**src/rtl/alu_operand_stage.sv**
```systemverilog
// ID/EX operand-select stage: resolves rs1/rs2 forwarding, muxes ALU operands A/B and
// registers them behind a valid/ready handshake. Forwarding is built only with ALU_OPERAND_FWD_EN.
module alu_operand_stage #(
    parameter int XLEN    = 32,
    parameter int NUM_FWD = 2
) (
    input  logic                    clk,
    input  logic                    rst_n,
    input  logic                    in_valid,
    output logic                    in_ready,
    input  logic [XLEN-1:0]         reg_data1,
    input  logic [XLEN-1:0]         reg_data2,
    input  logic [XLEN-1:0]         immediate,
    input  logic [XLEN-1:0]         pc,
    input  logic [1:0]              asel,
    input  logic [1:0]              bsel,
    input  logic                    mem_write,
    input  logic [NUM_FWD*XLEN-1:0] fwd_data,
    input  logic [NUM_FWD-1:0]      fwd_hit_a,
    input  logic [NUM_FWD-1:0]      fwd_hit_b,
    input  logic                    flush,
    output logic                    out_valid,
    input  logic                    out_ready,
    output logic [XLEN-1:0]         alu_in1,
    output logic [XLEN-1:0]         alu_in2,
    output logic [XLEN-1:0]         store_data,
    output logic                    mem_write_q
);

    logic [XLEN-1:0] rs1v;
    logic [XLEN-1:0] rs2v;

`ifdef ALU_OPERAND_FWD_EN
    logic [XLEN-1:0] fwd_src [NUM_FWD];

    generate
        for (genvar gi = 0; gi < NUM_FWD; gi++) begin : g_fwd_src
            assign fwd_src[gi] = fwd_data[gi*XLEN +: XLEN];
        end
    endgenerate

    // Scan from the oldest source down so the youngest (lowest index) hit wins.
    always_comb begin
        rs1v = reg_data1;
        rs2v = reg_data2;
        for (int i = NUM_FWD - 1; i >= 0; i--) begin
            if (fwd_hit_a[i]) rs1v = fwd_src[i];
            if (fwd_hit_b[i]) rs2v = fwd_src[i];
        end
    end
`else
    // Without forwarding the hazard unit stalls instead; the forwarding ports are inert.
    logic unused_fwd;
    assign unused_fwd = ^{fwd_data, fwd_hit_a, fwd_hit_b};
    assign rs1v = reg_data1;
    assign rs2v = reg_data2;
`endif

    logic [XLEN-1:0] alu_in1_next;
    logic [XLEN-1:0] alu_in2_next;

    always_comb begin
        alu_in1_next = '0;
        case (asel)
            2'd0:    alu_in1_next = rs1v;
            2'd1:    alu_in1_next = pc;
            default: alu_in1_next = '0;
        endcase
    end

    always_comb begin
        alu_in2_next = '0;
        case (bsel)
            2'd0:    alu_in2_next = rs2v;
            2'd1:    alu_in2_next = immediate;
            2'd2:    alu_in2_next = XLEN'(4);
            default: alu_in2_next = '0;
        endcase
    end

    logic            out_valid_reg;
    logic [XLEN-1:0] alu_in1_reg;
    logic [XLEN-1:0] alu_in2_reg;
    logic [XLEN-1:0] store_data_reg;
    logic            mem_write_reg;
    logic            capture;

    assign in_ready = !out_valid_reg || out_ready;
    assign capture  = in_valid && in_ready && !flush;

    always_ff @(posedge clk or negedge rst_n) begin
        if (!rst_n) begin
            out_valid_reg  <= 1'b0;
            alu_in1_reg    <= '0;
            alu_in2_reg    <= '0;
            store_data_reg <= '0;
            mem_write_reg  <= 1'b0;
        end else if (flush) begin
            out_valid_reg <= 1'b0;
        end else if (capture) begin
            out_valid_reg  <= 1'b1;
            alu_in1_reg    <= alu_in1_next;
            alu_in2_reg    <= alu_in2_next;
            store_data_reg <= rs2v;
            mem_write_reg  <= mem_write;
        end else if (out_ready) begin
            out_valid_reg <= 1'b0;
        end
    end

    assign out_valid   = out_valid_reg;
    assign alu_in1     = alu_in1_reg;
    assign alu_in2     = alu_in2_reg;
    assign store_data  = store_data_reg;
    assign mem_write_q = mem_write_reg;

endmodule

```
**config.mk**
```make
export PLATFORM = sky130hd
export DESIGN_NAME = alu_operand_stage
export DESIGN_NICKNAME = d
export VERILOG_FILES = /design/src/rtl/alu_operand_stage.sv
export SDC_FILE = /design/constraint.sdc
export NUM_CORES = 1
export LEC_CHECK = 0
export ABC_AREA = 1
export CORE_AREA = 2 2 119 121
export CTS_CLUSTER_SIZE = 10
export DETAILED_ROUTE_END_ITERATION = 10
export DIE_AREA = 0 0 121 123
export HOLD_SLACK_MARGIN = 0.1
export PLACE_DENSITY = 0.85
export SKIP_CTS_REPAIR_TIMING = 1
export SLEW_MARGIN = 20
export SYNTH_ARGS = -nofsm -noshare
export SYNTH_HDL_FRONTEND = slang
export SYNTH_SLANG_ARGS = --single-unit
export TNS_END_PERCENT = 10
```
**constraint.sdc**
```tcl
create_clock -name clk -period 2.3 [get_ports clk]
set_input_delay 0.46 -clock clk [delete_from_list [all_inputs] [get_ports clk]]
set_output_delay 0.46 -clock clk [all_outputs]
set_load 0.02 [all_outputs]
```
==> metrics.txt, run 1 <==
PortBufs 236; largest delay contributor family on the critical path buffers and inverters; most common cell type on the critical path clkdlybuf4s50_1; flops & latches, synth 98; Final Slew Violations 0; relative slew slack 61.1%; fin crit share 93.8%; worst endpoint required time 1.84 ns; fmax 0.464 GHz; core region area 13600 sq um; Syn Area/Cell 7.27 sq um; largest family of logic cells by synthesized area simple AND/OR/NAND/NOR gates; via/cell ratio 4.64; fin nets 1067; # diodes 0; sequential fraction of the synthesis area 53.0%; cell count after synthesis 636; vias in the first global route 4425; CTS tree yes; Area Growth Syn to Fin 62.7%; Hold Vio Cnt, Final 0; clock root cell clkbuf_16; Die Wd 121 um; largest net degree at the start of global routing 99; endpoint class of the critical path output port; worst hold path type input port to async pin; Detail Route Antenna Nets 0; wire length per cell 14.3 um; die height 123 um; Post-Synth XOR/XNOR Area 0%; setup skew after layout 0.00622 ns; Sinks on Clock Net 98; Clk pin slew, worst setup/hold paths 0.07 ns; post-DP HPWL 10500 um; Mapped Nets 842; H-tree levels 3; WP buf/inv 3; layout cells sized above 1 4.62%; critical path, cell by cell clkdlybuf4s50_1 -> inv_1 -> nand2_1 -> clkdlybuf4s50_1; synthesized area 4630 sq um; Detailed Routing Iterations Pass 1 5; number of warnings issued by yosys 0; die area 14900 sq um; WHS 0.150 ns; Least-Margin Pin Slew 0.583 ns; sum of negative setup slack 0 ns; P_leak 3.81 nW; Detailed Route Iter0 Violations 240; Synth Area in Compound Gates 0.108%; RSZ-0062 raised after global routing no; clk_lat worst skew 0.34 ns; Crit path largest cell delay 0.61 ns; area share of fa/ha/maj cells after synthesis 0%; total of max-cap violations 0; Yosys top cell area share 53.0%; top post-synthesis cells by area dfrtp_1 (53%), nand2_1 (34%), nand3_1 (6.9%); CP Data Arrival Time 1.70 ns; total gr overflow 0; final setup vio count 0; P per Cell Area 691 nW/um^2; FP Rows 43; antenna violations before repair 2; I/O Pins 305; outcome finished clean; Total GRT Usage 19.8%; crit path time final 2.16 ns; Crit Path Category input port to output port; Synth area leader dfrtp_1; Num CTS Buffers 9; CP Launch Type input port; first-pass GRT wire length 23000 um; VDD IR-drop max 0.000413 V; Synth cell types 13; Via Count 4849; mux share of post-synthesis cell area 0%; buffer levels on the longest clock path 2; Post-route DRC 0; post-synthesis simple-gate area fraction 41.9%; GP Congestion 0.811; Slowest-stage cell, CP clkdlybuf4s50_1; worst-path fanout max 2; Routed WL 14900 um; starting density of the core 34.0%; FF-to-FF setup slack 1.02 ns
-- layer usage --
layer | wire [um] | track usage, % | share of wire [%]
met1 | 6430 | 25.4 | 43
met2 | 6990 | 31.7 | 47
met3 | 1200 | 5.67 | 8.1
met4 | 308 | 7.56 | 2.1
met5 | 0 | 0 | 0
-- power breakdown --
group          leakage [nW]  internal (mW)  total, mW  switching (mW)
Sequential             1.26           1.95       2.08           0.126
Combinational          2.41          0.761       1.53           0.774
Clock                 0.147          0.948       1.59           0.640
Total                  3.81           3.66       5.20            1.54
-- path summary, 6_finish.rpt --
check                                                 from                    endpoint  depth (start not counted)
worst max-delay path                             out_ready                    in_ready                          4
worst min-delay path                                 rst_n     alu_in2[22]$_DFFE_PN0P_                          2
worst max register to register       out_valid$_DFFE_PN0P_   store_data[4]$_DFFE_PN0P_                          6
worst min register to register  store_data[21]$_DFFE_PN0P_  store_data[21]$_DFFE_PN0P_                          2
max in group asynchronous                            rst_n     alu_in2[12]$_DFFE_PN0P_                          2
min in group clk                store_data[21]$_DFFE_PN0P_  store_data[21]$_DFFE_PN0P_                          2
-- through the flow --
step	instances	total power, mW	worst slack, ns	area, sq um	utilization (%)
after floorplan	636	2.76	0.957	4630	-
after global placement	1030	3.62	0.144	7220	53.1
after detailed placement	1030	3.65	0.158	7220	53.1
after CTS	1045	5.25	0.143	7520	55.3
after global routing	1045	5.47	0.0918	7520	55.3
final	1045	5.20	0.143	7520	55.3
-- area by class of cell --
type / count / area (sq um)
clock buffers: 12 / 236
clock inverters: 3 / 65.1
fillers: 1258 / 6090
inverters: 7 / 26.3
multi-input cells: 491 / 1950
flip-flops and latches: 98 / 2450
well taps: 180 / 225
repair buffers: 254 / 2570
-- cells by family (layout without fill, tap and decap cells) --
group | after synthesis | count (layout)
DFF | 98 | 98
buffers and inverters | 47 | 276
and+or+nand+nor | 490 | 490
AOI/OAI and AO/OA | 1 | 1
-- cells in the mapped netlist (all sizes together) --
master,count
nand2,420
dfrtp,98
nand3,64
buf,26
clkbuf,14
inv,7
nor2,6
o21ai,1
-- cell usage in the layout (no fill, tap or decap), types with 2 or more instances in the layout --
master           instances
nand2_1                418
inv_1                    4
clkdlybuf4s50_1        235
buf_12                   6
clkbuf_16                9
nand3_1                 64
inv_2                    3
buf_4                   13
clkbuf_1                 3
dfrtp_1                 98
nor2_2                   3
nor2_1                   2
bufinv_16                2
No activity file was read; power rests on OpenSTA's default activity.
==> run 2: changes to the inputs <==
HOLD_SLACK_MARGIN = unset   (was 0.1)
==> results of run 2 <==
The final DEF is identical to that of run 1; final timing and power are the same.
